[src/rtl/traffic_light_monitor_if.sv]
// ============================================================================
// traffic_light_monitor_if -- lamp-drive observation and status bundle
// Rev 1.0
// ============================================================================
`default_nettype none

interface traffic_light_monitor_if #(
  parameter int MAX_DWELL = 16,
  parameter int CNT_W     = 8
);
  localparam int DW = $clog2(MAX_DWELL + 1);

  logic             light_r;
  logic             light_y;
  logic             light_g;
  logic             clr_fault;
  logic [1:0]       phase;
  logic             phase_valid;
  logic [DW-1:0]    dwell_cnt;
  logic [CNT_W-1:0] cycle_count;
  logic             fault;
  logic             seq_err;
  logic             pattern_err;
  logic             dwell_err;

  modport master (
    output light_r, light_y, light_g, clr_fault,
    input  phase, phase_valid, dwell_cnt, cycle_count,
    input  fault, seq_err, pattern_err, dwell_err
  );

  modport slave (
    input  light_r, light_y, light_g, clr_fault,
    output phase, phase_valid, dwell_cnt, cycle_count,
    output fault, seq_err, pattern_err, dwell_err
  );
endinterface

`default_nettype wire

[src/rtl/traffic_light_monitor.sv]
// ============================================================================
// traffic_light_monitor -- passive phase-order / dwell checker on lamp drives
// Rev 1.0
// ============================================================================
`default_nettype none

module traffic_light_monitor #(
  parameter int MAX_DWELL = 16,
  parameter int CNT_W     = 8
) (
  input  logic                     timer_clk,
  input  logic                     rst,
  traffic_light_monitor_if.slave   mon
);
  localparam int DW = $clog2(MAX_DWELL + 1);

  localparam logic [1:0] c_IDLE  = 2'd0;
  localparam logic [1:0] c_TRACK = 2'd1;
  localparam logic [1:0] c_FAULT = 2'd2;

  localparam logic [1:0] c_RED = 2'd0;
  localparam logic [1:0] c_YEL = 2'd3;

  localparam logic [DW-1:0]    c_DWELL_MAX = DW'(MAX_DWELL);
  localparam logic [DW-1:0]    c_DWELL_ONE = DW'(1);
  localparam logic [CNT_W-1:0] c_CNT_ONE   = CNT_W'(1);

  logic [1:0]       state_q, state_d;
  logic [1:0]       phase_q, phase_d;
  logic             valid_q, valid_d;
  logic [DW-1:0]    dwell_q, dwell_d;
  logic [CNT_W-1:0] cycle_q, cycle_d;
  logic             fault_q, fault_d;
  logic             seq_q, seq_d;
  logic             pat_q, pat_d;
  logic             dwl_q, dwl_d;

  logic       w_is_phase;
  logic       w_is_dark;
  logic       w_illegal;
  logic [1:0] w_in_phase;
  logic       w_same;
  logic       w_next;
  logic       w_dwell_hit;
  logic       w_enter_red;

  always_comb begin
    w_is_phase = 1'b0;
    w_is_dark  = 1'b0;
    w_in_phase = 2'd0;
    case ({mon.light_r, mon.light_y, mon.light_g})
      3'b100: begin w_is_phase = 1'b1; w_in_phase = 2'd0; end
      3'b110: begin w_is_phase = 1'b1; w_in_phase = 2'd1; end
      3'b001: begin w_is_phase = 1'b1; w_in_phase = 2'd2; end
      3'b010: begin w_is_phase = 1'b1; w_in_phase = 2'd3; end
      3'b000: w_is_dark = 1'b1;
      default: ;
    endcase
  end

  assign w_illegal   = !w_is_phase && !w_is_dark;
  assign w_same      = w_is_phase && (w_in_phase == phase_q);
  assign w_next      = w_is_phase && (w_in_phase == (phase_q + 2'd1));
  assign w_dwell_hit = (dwell_q == c_DWELL_MAX);
  assign w_enter_red = w_is_phase && (w_in_phase == c_RED);

  always_ff @(posedge timer_clk or posedge rst) begin
    if (rst) begin
      state_q <= c_IDLE;
      phase_q <= 2'd0;
      valid_q <= 1'b0;
      dwell_q <= '0;
      cycle_q <= '0;
      fault_q <= 1'b0;
      seq_q   <= 1'b0;
      pat_q   <= 1'b0;
      dwl_q   <= 1'b0;
    end else begin
      state_q <= state_d;
      phase_q <= phase_d;
      valid_q <= valid_d;
      dwell_q <= dwell_d;
      cycle_q <= cycle_d;
      fault_q <= fault_d;
      seq_q   <= seq_d;
      pat_q   <= pat_d;
      dwl_q   <= dwl_d;
    end
  end

  always_comb begin
    state_d = state_q;
    case (state_q)
      c_IDLE: begin
        if (w_enter_red)    state_d = c_TRACK;
        else if (w_illegal) state_d = c_FAULT;
      end
      c_TRACK: begin
        if (!w_is_phase)                state_d = c_FAULT;
        else if (w_same && w_dwell_hit) state_d = c_FAULT;
        else if (!w_same && !w_next)    state_d = c_FAULT;
      end
      c_FAULT: begin
        if (mon.clr_fault) state_d = c_IDLE;
      end
      default: state_d = c_IDLE;
    endcase
  end

  // Each fault entry raises exactly one flag; the branch order encodes priority.
  always_comb begin
    phase_d = phase_q;
    valid_d = valid_q;
    dwell_d = dwell_q;
    cycle_d = cycle_q;
    fault_d = fault_q;
    seq_d   = seq_q;
    pat_d   = pat_q;
    dwl_d   = dwl_q;
    case (state_q)
      c_IDLE: begin
        if (w_enter_red) begin
          phase_d = c_RED;
          valid_d = 1'b1;
          dwell_d = c_DWELL_ONE;
        end else if (w_illegal) begin
          fault_d = 1'b1;
          pat_d   = 1'b1;
        end
      end
      c_TRACK: begin
        if (!w_is_phase) begin
          valid_d = 1'b0;
          fault_d = 1'b1;
          pat_d   = 1'b1;
        end else if (w_same) begin
          if (w_dwell_hit) begin
            valid_d = 1'b0;
            fault_d = 1'b1;
            dwl_d   = 1'b1;
          end else begin
            dwell_d = dwell_q + c_DWELL_ONE;
          end
        end else if (w_next) begin
          phase_d = w_in_phase;
          dwell_d = c_DWELL_ONE;
          if (phase_q == c_YEL) cycle_d = cycle_q + c_CNT_ONE;
        end else begin
          valid_d = 1'b0;
          fault_d = 1'b1;
          seq_d   = 1'b1;
        end
      end
      c_FAULT: begin
        if (mon.clr_fault) begin
          fault_d = 1'b0;
          seq_d   = 1'b0;
          pat_d   = 1'b0;
          dwl_d   = 1'b0;
          dwell_d = '0;
        end
      end
      default: begin
        valid_d = 1'b0;
        fault_d = 1'b0;
      end
    endcase
  end

  assign mon.phase       = phase_q;
  assign mon.phase_valid = valid_q;
  assign mon.dwell_cnt   = dwell_q;
  assign mon.cycle_count = cycle_q;
  assign mon.fault       = fault_q;
  assign mon.seq_err     = seq_q;
  assign mon.pattern_err = pat_q;
  assign mon.dwell_err   = dwl_q;

endmodule

`default_nettype wire

[src/flat_wrapper.sv]
// flat-port wrapper written by rule: the top's interface ports become plain ports
module traffic_light_monitor_flat 
#(
  parameter int MAX_DWELL = 16,
  parameter int CNT_W     = 8
)
  (timer_clk, rst, mon_light_r, mon_light_y, mon_light_g, mon_clr_fault, mon_phase, mon_phase_valid, mon_dwell_cnt, mon_cycle_count, mon_fault, mon_seq_err, mon_pattern_err, mon_dwell_err);
  traffic_light_monitor_if #(.MAX_DWELL(MAX_DWELL), .CNT_W(CNT_W)) mon_i ();
  input  logic timer_clk;
  input  logic rst;
  input wire logic [$bits(mon_i.light_r)-1:0] mon_light_r;
  input wire logic [$bits(mon_i.light_y)-1:0] mon_light_y;
  input wire logic [$bits(mon_i.light_g)-1:0] mon_light_g;
  input wire logic [$bits(mon_i.clr_fault)-1:0] mon_clr_fault;
  output wire logic [$bits(mon_i.phase)-1:0] mon_phase;
  output wire logic [$bits(mon_i.phase_valid)-1:0] mon_phase_valid;
  output wire logic [$bits(mon_i.dwell_cnt)-1:0] mon_dwell_cnt;
  output wire logic [$bits(mon_i.cycle_count)-1:0] mon_cycle_count;
  output wire logic [$bits(mon_i.fault)-1:0] mon_fault;
  output wire logic [$bits(mon_i.seq_err)-1:0] mon_seq_err;
  output wire logic [$bits(mon_i.pattern_err)-1:0] mon_pattern_err;
  output wire logic [$bits(mon_i.dwell_err)-1:0] mon_dwell_err;
  assign mon_i.light_r = mon_light_r;
  assign mon_i.light_y = mon_light_y;
  assign mon_i.light_g = mon_light_g;
  assign mon_i.clr_fault = mon_clr_fault;
  assign mon_phase = mon_i.phase;
  assign mon_phase_valid = mon_i.phase_valid;
  assign mon_dwell_cnt = mon_i.dwell_cnt;
  assign mon_cycle_count = mon_i.cycle_count;
  assign mon_fault = mon_i.fault;
  assign mon_seq_err = mon_i.seq_err;
  assign mon_pattern_err = mon_i.pattern_err;
  assign mon_dwell_err = mon_i.dwell_err;
  traffic_light_monitor #(.MAX_DWELL(MAX_DWELL), .CNT_W(CNT_W)) u_core (.timer_clk(timer_clk), .rst(rst), .mon(mon_i));
endmodule
[config.mk]
export PLATFORM = sky130hd
export DESIGN_NAME = traffic_light_monitor_flat
export DESIGN_NICKNAME = d
export VERILOG_FILES = /design/src/rtl/traffic_light_monitor_if.sv /design/src/rtl/traffic_light_monitor.sv /design/src/flat_wrapper.sv
export SDC_FILE = /design/constraint.sdc
export NUM_CORES = 1
export LEC_CHECK = 0
export CAP_MARGIN = 25
export CELL_PAD_IN_SITES_DETAIL_PLACEMENT = 0
export CELL_PAD_IN_SITES_GLOBAL_PLACEMENT = 1
export CORE_MARGIN = 4
export CORE_UTILIZATION = 42
export CTS_BUF_LIST = sky130_fd_sc_hd__clkbuf_4
export DETAILED_ROUTE_END_ITERATION = 6
export PLACE_DENSITY = 0.91
export SLEW_MARGIN = 5
export SYNTH_ARGS = -nofsm -noshare
export SYNTH_HDL_FRONTEND = slang
export SYNTH_SLANG_ARGS = --single-unit
[constraint.sdc]
create_clock -name timer_clk -period 2.5 [get_ports timer_clk]
set_input_delay 0.5 -clock timer_clk [delete_from_list [all_inputs] [get_ports timer_clk]]
set_output_delay 0.5 -clock timer_clk [all_outputs]
set_load 0.01 [all_outputs]
==> reports/metrics.sh, run 1 <==
SYNTH.FF_LATCH_COUNT=22
VIA_COUNT_OF_THE_FIRST_GLOBAL_ROUTING_PASS=1213
DR.MAX_LAYER_USED='met4'
SYN_TO_FINAL_GROWTH_PCT=27.6
ANTENNA_CELLS=0
WORST_HOLD_PATH_TYPE='reg2reg'
TRITONCTS_CLOCK_TREE='done'
IOS=26
DR_TOTAL_VIAS=1257
WL_PER_CELL_UM=14.4
CLKSLEWWORSTSETUPHOLDPATHS_NS=0.11
WIRELENGTH_UM=3330
POSTPLACECELLAREA_UM2=1850
FIRST_ITER_VIOLATIONS=53
CRITICAL_PATH.MAX_FANOUT=10
NUMBER_OF_FLOPS_MAPPED_TO_ENABLE_CELLS_BY_YOSYS=0
CORE-AREA_UM2=3360
TYPE_OF_THE_WORST_SETUP_PATH='in2reg'
WL_MET2_UM=1610
NUM_ROWS=21
LAYOUT_COMMON_CELLS='clkdlybuf4s50_1, dfrtp_1, buf_4'
CLOCK_SINK_COUNT=22
MET3_WIRELENGTH_UM=149
FIN_UTIL_PCT=55.7
WORST-R2R-CELL-COUNT=7
NUM_CTS_BUFFERS=3
POST-SYNTH-TOP-AREA-FRACTION_PCT=37.5
CTSRESIZECOUNT=0
RR_STARTPOINT='u_core.mon.phase[0]$_DFFE_PP0P_'
WORSTMARGINPINSLEW_NS=0.457
FINALWEIGHTEDCONGESTION=0.882
MAXIMUM_NUMBER_OF_PINS_ON_ONE_NET_BEFORE_GLOBAL_ROUTE_REPAIR=23
DETAILEDROUTE.FIRSTPASSITERATIONCOUNT=4
POST_CTS.REPAIR.SETUP_BUFFERS=0
SYNTH-SEQ-AREA-SHARE_PCT=37.5
COMMONEST_NON_FILL_NON_TAP_CELL_IN_THE_LAYOUT='clkdlybuf4s50_1'
SYNTH_FP_NETS=161
TOTAL_LEAKAGE_POWER_nW=0.792
SLEW-LIMIT-HEADROOM_PCT=69.5
DRCVIOLATIONCOUNT=0
GRT_OVERFLOW_TOTAL=0
CLKLATENCYLATEPIN_NS=0.31
START_KIND='primary input'
TIMING.FMAX_MHz=420
R2R_END='u_core.state_q[1]$_DFFE_PP0P_'
MAX_CAP_VIOLS=0
FINALHOLDVIOLCOUNT=0
PORT_BUFFERS=25
DESIGN.DIE.AREA_UM2=4510
SYNTH-MAIN-FF-CELL='dfrtp_1'
RSZ_0062_RAISED_AFTER_GLOBAL_ROUTING='no'
CTS_HOLD_BUF=0
ANTENNA_VIOLATIONS_BEFORE_REPAIR=0
SYNTHESIS.AREA_UM2=1470
REG2REG_SETUP_SLACK_NS=0.21
YOSYSWARNINGS=0
CRITICAL_PATH.STARTPOINT='mon_light_y'
SYNTH_CELL_TYPES=53
FP.DIEH_UM=67.1
STATUS='finished clean'
CP-ENDPOINT='u_core.state_q[1]$_DFFE_PP0P_'
H-TREE-DEPTH=1
START_UTIL_PCT=43.7
POST-ROUTE-CELL-AREA_UM2=1870
ROOT_BUFFER_MASTER='clkbuf_4'
FINALCLOCKSKEW_NS=0.0165
PWR_DENSITY_CELL_nW_PER_UM2=659
PERIOD_MINUS_SLACK_NS=2.38
FINAL_SLEW_VIOL_COUNT=0
ANTENNA_VIOLATING_NETS_POST_ROUTE=0
SYNTHARSTFLOPSHARE_PCT=100
GLOBAL_ROUTE_WIRE_LENGTH_BEFORE_REPAIR_UM=5580
GRT_USAGE_PCT=16.1
HPWLAFTERDP_UM=2510
NETLIST_INSTANCES=147
POST-SYNTH-TOP-AREA-CELL='dfrtp_1'
CRIT_ARRIVAL_NS=2.59
DATA_REQUIRED_TIME_AT_THE_WORST_ENDPOINT_NS=2.71
FLOORPLAN.DIE.WIDTH_UM=67.1
SYNTHESIS.AREA_PER_INSTANCE_UM2=9.99
FINALNETCOUNT=202
FINAL_LAYOUT_SIZE_SUFFIX_GT1_SHARE_PCT=21.0
SETUP_VIOLATIONS=0
POWER.IR.VDD_WORST_V=0.000437
FIN_CRIT_SH_PCT=95.2
DRT-VIAS-PER-INSTANCE=5.42
SYNTHTOPCELLSBYAREA='dfrtp_1, ha_1, xnor2_1, nand2_1, o21ai_0'
WL_MET1_UM=1560
MIN-DELAY-START='u_core.mon.cycle_count[7]$_DFFE_PP0P_'
CLOCK_PATH_BUFFERS=2
WORSTSETUPENDPOINTTYPE='register'
-- how the worst min path moves through the flow --
| stage | end | slack [ns] | cells after the start |
|---|---|---|---|
| finish | u_core.mon.cycle_count[7]$_DFFE_PP0P_ | 0.48 | 1 |
| global route | u_core.mon.cycle_count[3]$_DFFE_PP0P_ | 0.51 | 3 |
| CTS | u_core.mon.cycle_count[7]$_DFFE_PP0P_ | 0.49 | 1 |
| detailed placement | u_core.mon.cycle_count[7]$_DFFE_PP0P_ | 0.47 | 1 |
| global placement | u_core.mon.cycle_count[7]$_DFFE_PP0P_ | 0.46 | 1 |
| floorplan | u_core.mon.cycle_count[0]$_DFFE_PP0P_ | 0.49 | 1 |
-- area by class of cell --
type,count,area (µm²)
clock buffers,3,22.5
well taps,46,57.6
inverters,10,37.5
multi-input cells,109,828
repair buffers,42,378
fillers,333,1490
flip-flops and latches,22,551
-- critical path, stage by stage --
cell,delay (ns)
clkdlybuf4s50_1,0.46
buf_4,0.19
nor3b_1,0.29
o21ai_2,0.13
buf_4,0.15
a21oi_4,0.17
a211oi_4,0.08
a311o_2,0.37
a22oi_1,0.24
-- flip-flops by register name (all words and copies together), names as in the netlist --
name and flops:
u_core.mon.dwell_cnt 5, u_core.state_q 2, u_core.mon.cycle_count 8, u_core.mon.dwell_err 1, u_core.mon.fault 1, u_core.mon.phase_valid 1, u_core.mon.phase 2, u_core.mon.seq_err 1
u_core.mon.pattern_err 1
-- report_power, final --
group	internal, mW	switching, mW
Clock	0.0563	0.108
Combinational	0.306	0.305
Sequential	0.411	0.0482
Total	0.774	0.461
-- per-layer routing --
layer | up-vias | GRT usage (%)
li1 | 614 | -
met1 | 605 | 21.2
met2 | 36 | 26.6
met3 | 2 | 3.83
met4 | 0 | 3.80
met5 | - | 0
-- cells in the mapped netlist, drive strengths merged, types with 4 or more instances --
| library cell | count |
|---|---|
| a21oi | 5 |
| a31oi | 5 |
| buf | 4 |
| dfrtp | 22 |
| ha | 8 |
| inv | 10 |
| nand2 | 12 |
| nand3 | 4 |
| nor2 | 6 |
| nor4 | 4 |
| o21ai | 10 |
| xnor2 | 7 |
-- through the flow --
step                power, mW  cells  setup TNS (ns)  setup slack, ns  hold slack [ns]
finish                   1.23    232               0            0.119            0.484
detailed placement       1.07    229           -1.21           -0.203            0.467
CTS                      1.24    232               0            0.120            0.487
floorplan               0.838    147               0            0.370            0.489
global placement         1.05    229          -0.598          -0.0918            0.461
global route             1.32    232               0          0.00875            0.509
-- cell families after synthesis --
logic type	count (synthesis)	share of synthesized area, %
XOR/XNOR	9	5.37
AO/OA/AOI/OAI	35	18.6
multiplexers	6	4.34
buffers and inverters	16	6.13
AND/OR/NAND/NOR	51	21.3
flip-flops	22	37.5
adder cells (fa/ha/maj)	8	6.81
(Power assumes the default switching activity.)
==> run 2: changes to the inputs <==
--- a/config.mk
+++ b/config.mk
@@ -9,10 +9,10 @@
 export CELL_PAD_IN_SITES_DETAIL_PLACEMENT = 0
 export CELL_PAD_IN_SITES_GLOBAL_PLACEMENT = 1
 export CORE_MARGIN = 4
-export CORE_UTILIZATION = 42
+export CORE_UTILIZATION = 40
 export CTS_BUF_LIST = sky130_fd_sc_hd__clkbuf_4
 export DETAILED_ROUTE_END_ITERATION = 6
-export PLACE_DENSITY = 0.91
+export PLACE_DENSITY = 0.88
 export SLEW_MARGIN = 5
 export SYNTH_ARGS = -nofsm -noshare
 export SYNTH_HDL_FRONTEND = slang
==> run 2 against run 1 <==
Net effect:
- fmax rose by 1.3%
- sequential share of layout area up 0.32 points
- setup slack improved by 0.030 ns
- largest cell class unchanged
==> reports/metrics.sh, run 2 (same netlist as run 1, synthesis figures left out) <==
STATUS='finished clean'
CLKLATENCYLATEPIN_NS=0.31
ANTENNA_VIOLATING_NETS_POST_ROUTE=0
FP.DIEH_UM=68.6
PERIOD_MINUS_SLACK_NS=2.35
CLOCK_PATH_BUFFERS=2
MAXIMUM_NUMBER_OF_PINS_ON_ONE_NET_BEFORE_GLOBAL_ROUTE_REPAIR=23
FINAL_SLEW_VIOL_COUNT=0
NUM_ROWS=21
TYPE_OF_THE_WORST_SETUP_PATH='in2reg'
CLKSLEWWORSTSETUPHOLDPATHS_NS=0.13
WIRELENGTH_UM=3060
DR_TOTAL_VIAS=1209
FINALNETCOUNT=195
START_KIND='primary input'
ANTENNA_VIOLATIONS_BEFORE_REPAIR=0
DETAILEDROUTE.FIRSTPASSITERATIONCOUNT=4
FINALCLOCKSKEW_NS=0.00747
CLOCK_SINK_COUNT=22
WORST_HOLD_PATH_TYPE='reg2reg'
PLACE_INST=222
GRT-BUSIEST-LAYER='met2'
VIA_COUNT_OF_THE_FIRST_GLOBAL_ROUTING_PASS=1150
FINALWEIGHTEDCONGESTION=0.905
CRITICAL-PATH-SLOWEST-CELL='or4b_4'
WORSTSETUPENDPOINTTYPE='register'
TOTAL_LEAKAGE_POWER_nW=0.773
MAX_CAP_VIOLS=0
CP_CELL_SEQUENCE='clkdlybuf4s50_1 > xor2_1 > or4b_4 > a21oi_4 > a211oi_4 > a311o_2 > a32o_1'
GRT_OVERFLOW_TOTAL=0
PORT_BUFFERS=25
GRT_USAGE_PCT=14.2
DRT-VIAS-PER-INSTANCE=5.35
WL_PER_CELL_UM=13.6
TRITONCTS_CLOCK_TREE='done'
DRCVIOLATIONCOUNT=0
SETUP_VIOLATIONS=0
START_UTIL_PCT=42.7
WORST_HOLD_MARGIN_NS=0.480
FLOORPLAN.DIE.WIDTH_UM=68.6
H-TREE-DEPTH=1
FINAL_LAYOUT_SIZE_SUFFIX_GT1_SHARE_PCT=18.9
NUM_CTS_BUFFERS=3
PWR_DENSITY_CELL_nW_PER_UM2=699
RSZ_0062_RAISED_AFTER_GLOBAL_ROUTING='no'
LAYOUT_COMMON_CELLS='clkdlybuf4s50_1, dfrtp_1, nand2_1'
FIRST_ITER_VIOLATIONS=70
GLOBAL_ROUTE_WIRE_LENGTH_BEFORE_REPAIR_UM=5150
LAYOUTNONFILLERINSTCOUNT=226
TIMING.FMAX_MHz=426
SLEW-LIMIT-HEADROOM_PCT=60.6
DESIGN.DIE.AREA_UM2=4710
GRT.MET1_USAGE_PCT=19.8
WORSTMARGINPINSLEW_NS=0.591
SYN_TO_FINAL_GROWTH_PCT=26.2
FIN_CRIT_SH_PCT=94.0
CRITPATHTOPFAMILY='compound AO/OA/AOI/OAI gates'
FINALHOLDVIOLCOUNT=0
PATH_BUF_INV=1
GRT.MET2_USAGE_PCT=23.0
POST-ROUTE-CELL-AREA_UM2=1850
ANTENNA_CELLS=0
CRITICAL-PATH-MAX-STAGE-DELAY_NS=0.53
POSTPLACECELLAREA_UM2=1800
CTSRESIZECOUNT=0
DATA_REQUIRED_TIME_AT_THE_WORST_ENDPOINT_NS=2.71
CORE-AREA_UM2=3440
LARGEST_REG_FLOPS=8
POST_CTS.REPAIR.SETUP_BUFFERS=0
COMMONEST_NON_FILL_NON_TAP_CELL_IN_THE_LAYOUT='clkdlybuf4s50_1'
CTS_HOLD_BUF=0
POWER.IR.VDD_WORST_V=0.000337
MET3_USAGE_PCT=2.11
IOS=26
ROOT_BUFFER_MASTER='clkbuf_4'
HPWLAFTERDP_UM=2350
CRITICAL_PATH.MAX_FANOUT=5
CRIT_ARRIVAL_NS=2.56
SETUP-TNS-FINAL_NS=0
==> run 2: cell count changes in the layout (fill, tap and decap cells not counted), sizes merged <==
| cell | before | now |
|---|---|---|
| buf | 17 | 10 |
| bufinv | 0 | 1 |
==> run 2: path summary, 6_finish.rpt <==
path | from | endpoint | slack [ns] | cells after the start
min in group asynchronous | rst | u_core.mon.phase_valid$_DFFE_PP0P_ | 0.52 | 3
setup reg to reg | u_core.mon.phase[0]$_DFFE_PP0P_ | u_core.state_q[0]$_DFFE_PP0P_ | 0.27 | 7
setup / recovery | mon_light_y | u_core.state_q[0]$_DFFE_PP0P_ | 0.15 | 7
hold / removal | u_core.mon.cycle_count[7]$_DFFE_PP0P_ | u_core.mon.cycle_count[7]$_DFFE_PP0P_ | 0.48 | 1
hold reg to reg | u_core.mon.cycle_count[7]$_DFFE_PP0P_ | u_core.mon.cycle_count[7]$_DFFE_PP0P_ | 0.48 | 1
max in group asynchronous | rst | u_core.mon.dwell_cnt[1]$_DFFE_PP0P_ | 1.75 | 3
==> run 2: cell type report <==
type / instances / area [µm²]
fillers: 323 / 1590
clock buffers: 3 / 22.5
multi-input cells: 109 / 831
well taps: 46 / 57.6
inverters: 10 / 37.5
flip-flops and latches: 22 / 551
clock inverters: 1 / 30.0
repair buffers: 35 / 325
==> run 2: metal layers <==
layer / share of wire (%) / wire length [µm]
met1: 50 / 1520
met2: 47 / 1430
met3: 3.4 / 103
met4: 0.42 / 13
met5: 0 / 0
==> run 2: where the power goes <==
| part | total, mW | leakage, nW | switching (mW) | internal, mW |
|---|---|---|---|---|
| registers | 0.460 | 0.295 | 0.0487 | 0.411 |
| logic | 0.564 | 0.450 | 0.292 | 0.272 |
| clock network | 0.272 | 0.0279 | 0.111 | 0.162 |
==> run 2: metrics by stage <==
stage | worst slack, ns | util (%) | total power, mW
2_1_floorplan | 0.370 | - | 0.838
3_3_place_gp | -0.141 | 52.3 | 1.01
3_5_place_dp | -0.173 | 52.3 | 1.03
4_1_cts | 0.159 | 53.8 | 1.30
5_1_grt | 0.103 | 53.9 | 1.38
6_report | 0.150 | 53.9 | 1.30
